===== config.mk =====
export PLATFORM = sky130hd
export DESIGN_NAME = dcache_controller
export DESIGN_NICKNAME = d
export VERILOG_FILES = /design/src/rtl/dcache_pkg.sv /design/src/rtl/dcache_word_mux.sv /design/src/rtl/dcache_controller.sv
export SDC_FILE = /design/constraint.sdc
export NUM_CORES = 2
export LEC_CHECK = 0
export ABC_AREA = 1
export CORE_AREA = 2 2 470 472
export DETAILED_ROUTE_END_ITERATION = 10
export DIE_AREA = 0 0 472 474
export PLACE_DENSITY = 0.4
export SYNTH_ARGS = -nofsm -noshare
export SYNTH_HDL_FRONTEND = slang
export SYNTH_SLANG_ARGS = --single-unit

===== constraint.sdc =====
create_clock -name clk_i -period 45.3 [get_ports clk_i]
set_clock_uncertainty 0.1 [all_clocks]
set_input_delay 9.06 -clock clk_i [delete_from_list [all_inputs] [get_ports clk_i]]
set_output_delay 9.06 -clock clk_i [all_outputs]
set_load 0.02 [all_outputs]

===== src/rtl/dcache_pkg.sv =====
// Shared widths, tag-entry layout, controller states and address field helpers
// for the 2-way set-associative L1 data cache controller.
package dcache_pkg;

    localparam int ADDR_W  = 32;
    localparam int TAG_W   = 23;
    localparam int IDX_W   = 4;
    localparam int OFS_W   = 5;
    localparam int WORD_W  = 32;
    localparam int LINE_W  = 256;

    // Tag entry is {valid, dirty, tag}
    localparam int ENTRY_W   = TAG_W + 2;
    localparam int VALID_BIT = 24;
    localparam int DIRTY_BIT = 23;

    // Word select inside a line: byte offset minus the two in-word bits
    localparam int WSEL_W = OFS_W - 2;

    typedef enum logic [2:0] {
        IDLE,
        MISS,
        WRITEBACK,
        FILL,
        REFILL
    } state_t;

    function automatic logic [TAG_W-1:0] addr_tag(input logic [ADDR_W-1:0] addr);
        return addr[ADDR_W-1 -: TAG_W];
    endfunction

    function automatic logic [IDX_W-1:0] addr_idx(input logic [ADDR_W-1:0] addr);
        return addr[OFS_W +: IDX_W];
    endfunction

    function automatic logic [WSEL_W-1:0] addr_word(input logic [ADDR_W-1:0] addr);
        return addr[2 +: WSEL_W];
    endfunction

    // Line-aligned memory address: offset bits forced to zero
    function automatic logic [ADDR_W-1:0] line_addr(input logic [TAG_W-1:0] tag,
                                                    input logic [IDX_W-1:0] idx);
        return {tag, idx, {OFS_W{1'b0}}};
    endfunction

endpackage


===== src/rtl/dcache_word_mux.sv =====
// Read-word select and write-word merge on one 256-bit cache line.
module dcache_word_mux
    import dcache_pkg::*;
(
    input  logic [LINE_W-1:0] line,
    input  logic [WSEL_W-1:0] word_sel,
    input  logic [WORD_W-1:0] wr_word,
    output logic [WORD_W-1:0] rd_word,
    output logic [LINE_W-1:0] merged
);

    // Pick the addressed word and build the line with that word replaced
    always_comb begin
        // NOTE: combinational logic uses blocking assignments, and every output
        // gets a full default first so no latch can be inferred.
        rd_word = line[word_sel*WORD_W +: WORD_W];
        merged  = line;
        merged[word_sel*WORD_W +: WORD_W] = wr_word;
    end

endmodule


===== src/rtl/dcache_controller.sv =====
// L1 dcache sequencing controller: zero-latency hits, and on a miss an optional
// dirty-victim write-back, a line fill, an SRAM refill and a replay in IDLE.
module dcache_controller
    import dcache_pkg::*;
(
    input  logic                clk_i,
    input  logic                rst_i,
    input  logic                cpu_req_i,
    input  logic                cpu_write_i,
    input  logic [ADDR_W-1:0]   cpu_addr_i,
    input  logic [WORD_W-1:0]   cpu_data_i,
    output logic [WORD_W-1:0]   cpu_data_o,
    output logic                cpu_stall_o,
    output logic [IDX_W-1:0]    sram_addr_o,
    output logic [ENTRY_W-1:0]  sram_tag_o,
    output logic [LINE_W-1:0]   sram_data_o,
    output logic                sram_enable_o,
    output logic                sram_write_o,
    input  logic [ENTRY_W-1:0]  sram_tag_i,
    input  logic [LINE_W-1:0]   sram_data_i,
    input  logic                sram_hit_i,
    output logic                mem_enable_o,
    output logic                mem_write_o,
    output logic [ADDR_W-1:0]   mem_addr_o,
    output logic [LINE_W-1:0]   mem_data_o,
    input  logic [LINE_W-1:0]   mem_data_i,
    input  logic                mem_ack_i
);

    state_t               state;
    logic [ENTRY_W-1:0]   victim_tag;
    logic [LINE_W-1:0]    victim_data;
    logic [LINE_W-1:0]    fill_buf;
    logic [ADDR_W-1:0]    miss_addr;

    logic [WSEL_W-1:0]    word_sel;
    logic [WORD_W-1:0]    rd_word;
    logic [LINE_W-1:0]    merged_line;
    logic                 victim_dirty;

    assign word_sel     = addr_word(cpu_addr_i);
    assign victim_dirty = victim_tag[VALID_BIT] && victim_tag[DIRTY_BIT];

    dcache_word_mux u_word_mux (
        .line     (sram_data_i),
        .word_sel (word_sel),
        .wr_word  (cpu_data_i),
        .rd_word  (rd_word),
        .merged   (merged_line)
    );

    // Miss sequencer: latch victim and request address, then walk the miss states
    always_ff @(posedge clk_i or posedge rst_i) begin
        // NOTE: sequential state uses non-blocking assignments so every register
        // samples pre-edge values; the line buffers are ordinary flops (not an
        // SRAM macro), so clearing them on reset is legitimate.
        if (rst_i) begin
            state       <= IDLE;
            victim_tag  <= '0;
            victim_data <= '0;
            fill_buf    <= '0;
            miss_addr   <= '0;
        end else begin
            unique case (state)
                IDLE: begin
                    if (cpu_req_i && !sram_hit_i) begin
                        victim_tag  <= sram_tag_i;
                        victim_data <= sram_data_i;
                        miss_addr   <= cpu_addr_i;
                        state       <= MISS;
                    end
                end
                MISS:      state <= victim_dirty ? WRITEBACK : FILL;
                WRITEBACK: if (mem_ack_i) state <= FILL;
                FILL: begin
                    if (mem_ack_i) begin
                        fill_buf <= mem_data_i;
                        state    <= REFILL;
                    end
                end
                REFILL:    state <= IDLE;
                default:   state <= IDLE;
            endcase
        end
    end

    // Output decode: hit path is combinational in IDLE; reset forces every output low
    always_comb begin
        cpu_data_o    = '0;
        cpu_stall_o   = 1'b0;
        sram_addr_o   = '0;
        sram_tag_o    = '0;
        sram_data_o   = '0;
        sram_enable_o = 1'b0;
        sram_write_o  = 1'b0;
        mem_enable_o  = 1'b0;
        mem_write_o   = 1'b0;
        mem_addr_o    = '0;
        mem_data_o    = '0;
        if (!rst_i) begin
            unique case (state)
                IDLE: begin
                    sram_addr_o = addr_idx(cpu_addr_i);
                    if (cpu_req_i) begin
                        sram_enable_o = 1'b1;
                        if (!sram_hit_i) begin
                            cpu_stall_o = 1'b1;
                        end else if (cpu_write_i) begin
                            sram_write_o = 1'b1;
                            sram_tag_o   = {1'b1, 1'b1, addr_tag(cpu_addr_i)};
                            sram_data_o  = merged_line;
                        end else begin
                            cpu_data_o = rd_word;
                        end
                    end
                end
                MISS: begin
                    cpu_stall_o = 1'b1;
                    sram_addr_o = addr_idx(miss_addr);
                end
                WRITEBACK: begin
                    cpu_stall_o  = 1'b1;
                    sram_addr_o  = addr_idx(miss_addr);
                    mem_enable_o = 1'b1;
                    mem_write_o  = 1'b1;
                    mem_addr_o   = line_addr(victim_tag[TAG_W-1:0], addr_idx(miss_addr));
                    mem_data_o   = victim_data;
                end
                FILL: begin
                    cpu_stall_o  = 1'b1;
                    sram_addr_o  = addr_idx(miss_addr);
                    mem_enable_o = 1'b1;
                    mem_addr_o   = line_addr(addr_tag(miss_addr), addr_idx(miss_addr));
                end
                REFILL: begin
                    cpu_stall_o   = 1'b1;
                    sram_addr_o   = addr_idx(miss_addr);
                    sram_enable_o = 1'b1;
                    sram_write_o  = 1'b1;
                    sram_tag_o    = {1'b1, 1'b0, addr_tag(miss_addr)};
                    sram_data_o   = fill_buf;
                end
                default: ;
            endcase
        end
    end

endmodule


==> results.ini <==
[global_routing]
grt.overflow.total=0
grt_max_degree=190
grt_pass1_wl_mm=374
antenna_found_initial=107
grt_pass1_vias=39500
grt_usage_pct=24.9

[cells_and_area]
stdcell_area_sq_um=51800
layout.nets=6833
drive_above_1_share_pct=3.58
fillers=24900
regArea_sq_um=14200
multi_input_area_sq_um=16200
syn2layout_area_growth_pct=51.3

[routing]
post-route-drc-count=0
drt_iter0_markers=3344
drt_pre_antenna_iters=6
viasPerCell=4.38
vias=40300
finalWirelength_mm=290
ant_nets=0
routedWlPerCell_um=31.5

[sta]
hold_ws_ns=0.371
slew_viol_final=0
rsz0062_at_grt=false
fmax_ghz=0.0422
setup_violations=0
tns_ns=0
finalHoldViolCount=0
post-route-period-util_pct=52.3
slew_headroom_pct=12.8
period_minus_slack_ns=23.71
tightest_slew_ns=1.31

[floorplanning]
die_x_um=472
start_util_pct=15.6
io_pins=1217
num_rows=172
die_height_um=474
dieArea_sq_um=224000
core_sq_um=219000

[worst_setup_path]
cp.arrival_ns=14.55
cp-end-kind=primary output
crit_type=in -> out
cp_data_required_time_ns=36.14
r2r_start=state[2]
slowest_stage=ha_1
r2r_cells=8
cpLargestDelayFamily=buffers and inverters
worst_setup_path_start_kind=primary input
crit_cells=13
critical_path_peak_fanout=35
crit_start=cpu_addr_i[3]
rr_endpoint=victim_data[105]
cp_slowest_stage_delay_ns=0.86
critPathBufInv=6
reg2reg_slack_ns=40.73
worstPathCellList=buf_4, inv_1, buf_4, ha_1, inv_2, nand2_1, nor2_4, nand2_1, buf_4, nand2_1, nand3_1, a21oi_1, clkdlybuf4s50_1

[logic_synthesis]
synthTopCellsByArea=dfrtp_1 41%, nand2_1 22%, nand3_1 7.8%
syn_avg_cell_area_sq_um=6.49
synth.lib_cells_used.distinct=24
seq_area_frac_synth_pct=41.5
yosys_warnings=0
synth_top_area_cell=dfrtp_1
synth_seq_cells=567
syn-instance-count=5267
post_synth_instance_area_sq_um=34200
synth_top_area_share_pct=41.5

[clock_tree]
htree_levels=3
clk_path_buf_depth=3
cts_sinks=567
cts-root-buf=clkbuf_16
postCtsSetupBuffers=0
cts_hold_buf=0
tritoncts=done
clkTransAtPathRegs_ns=0.06
numCtsBuffers=84
insertion_delay_ns=0.72
ctsResizeCount=0

[worst_hold_path]
hold_depth=2
min_from=victim_tag[2]
hold_path_class=reg -> reg
min_to=victim_tag[2]

[power]
p_leak_nw=22.9
vdd_ir_drop_max_uv=31.4
powerDensity_nw_per_um2=47.6

[place]
placed_area_sq_um=48800
portBuffers=1209
place_hpwl_mm=231
finalWeightedCongestion=0.867

[status]
status=complete, no violations

[run]
drv_cap=0

-- kinds of logic after synthesis --
logic type                 count (synthesis)  share of synthesized area, %
buffers and inverters                    988                          11.5
DFF                                      567                          41.5
adders and majority gates                  6                         0.219
and+or+nand+nor                         2942                          34.6
other                                      1                        0.0110
AOI/OAI and AO/OA                        763                          12.2
-- state kept, by name, indices dropped and copies added (netlist names) --
name / flops
fill_buf: 256
victim_data: 256
miss_addr: 27
victim_tag: 25
state: 3
-- through the flow --
step | util, % | std cells | power, W | worst slack (ns)
CTS | 23.6 | 9155 | 0.00250 | 21.68
global placement | 22.3 | 9005 | 0.00176 | 21.75
finish | 23.7 | 9196 | 0.00247 | 21.59
floorplan | - | 5271 | 0.00135 | 12.39
detailed placement | 22.3 | 9005 | 0.00177 | 21.68
global route | 23.6 | 9172 | 0.00263 | 21.41
-- power by group --
group / leakage, nW / total (W) / internal (W) / switching [W]
sequential: 7.10 / 0.000867 / 0.000739 / 0.000128
clock: 1.40 / 0.000711 / 0.000415 / 0.000296
combinational: 14.4 / 0.000888 / 0.000308 / 0.000579
total: 22.9 / 0.00247 / 0.00146 / 0.00100
-- routing by layer --
| metal | part of all wire [%] | vias to the layer above | track usage [%] | wire length (um) |
|---|---|---|---|---|
| met3 | 7.7 | 331 | 6.86 | 22200 |
| met4 | 3.5 | 36 | 8.03 | 10100 |
| met1 | 42 | 19700 | 31.0 | 121000 |
| met5 | 0.083 | - | 0 | 241 |
| li1 | - | 18500 | - | - |
| met2 | 47 | 1783 | 41.4 | 137000 |
-- Yosys cell counts --
master / count
dfrtp_1: 567
nor2_2: 4
a21oi_1: 327
o21ai_0: 291
a22oi_1: 46
nand3_1: 532
nand4_1: 33
or2_2: 1
nor3_1: 1
o31ai_1: 2
conb_1: 1
buf_4: 9
o211ai_1: 96
nor2_4: 1
ha_1: 6
clkbuf_1: 216
inv_1: 572
buf_1: 27
o22ai_1: 1
inv_2: 5
nor2_1: 353
nand2_2: 3
nand2_1: 2014
buf_2: 159
-- how the worst max path moves through the flow --
stage,endpoint,slack [ns]
after floorplan,cpu_data_o[0],12.39
after global placement,sram_data_o[20],21.75
after detailed placement,sram_data_o[20],21.68
after CTS,sram_data_o[20],21.68
after global routing,sram_data_o[20],21.41
final,sram_data_o[20],21.59
-- layout make-up --
| cell class | count | share of cell area, % |
|---|---|---|
| Timing Repair Buffer | 1274 | 24.5 |
| Multi-Input combinational cell | 3716 | 31.2 |
| Inverter | 577 | 4.21 |
| Antenna cell | 41 | 0.198 |
| Clock buffer | 115 | 4.60 |
| Sequential cell | 567 | 27.4 |
| Clock inverter | 35 | 0.914 |
| Tap cell | 2871 | 6.94 |
-- cell usage in the layout (no fill, tap or decap), drive strengths merged, types with 96 or more instances in the layout --
| cell | instances |
|---|---|
| clkdlybuf4s50 | 1206 |
| inv | 583 |
| nand3 | 532 |
| o211ai | 96 |
| a21oi | 327 |
| clkbuf | 115 |
| o21ai | 291 |
| nor2 | 358 |
| nand2 | 2017 |
| dfrtp | 567 |
-- worst reg2reg max path, cell delays in order (launching register included) --
cell and delay [ns]:
dfrtp_1 0.37, inv_1 0.12, nand2_2 0.17, inv_2 0.43, nand2_8 0.73, buf_4 0.82
buf_4 0.60, buf_4 0.80, o21ai_0 0.30
Power figures use the tool's default switching activity.
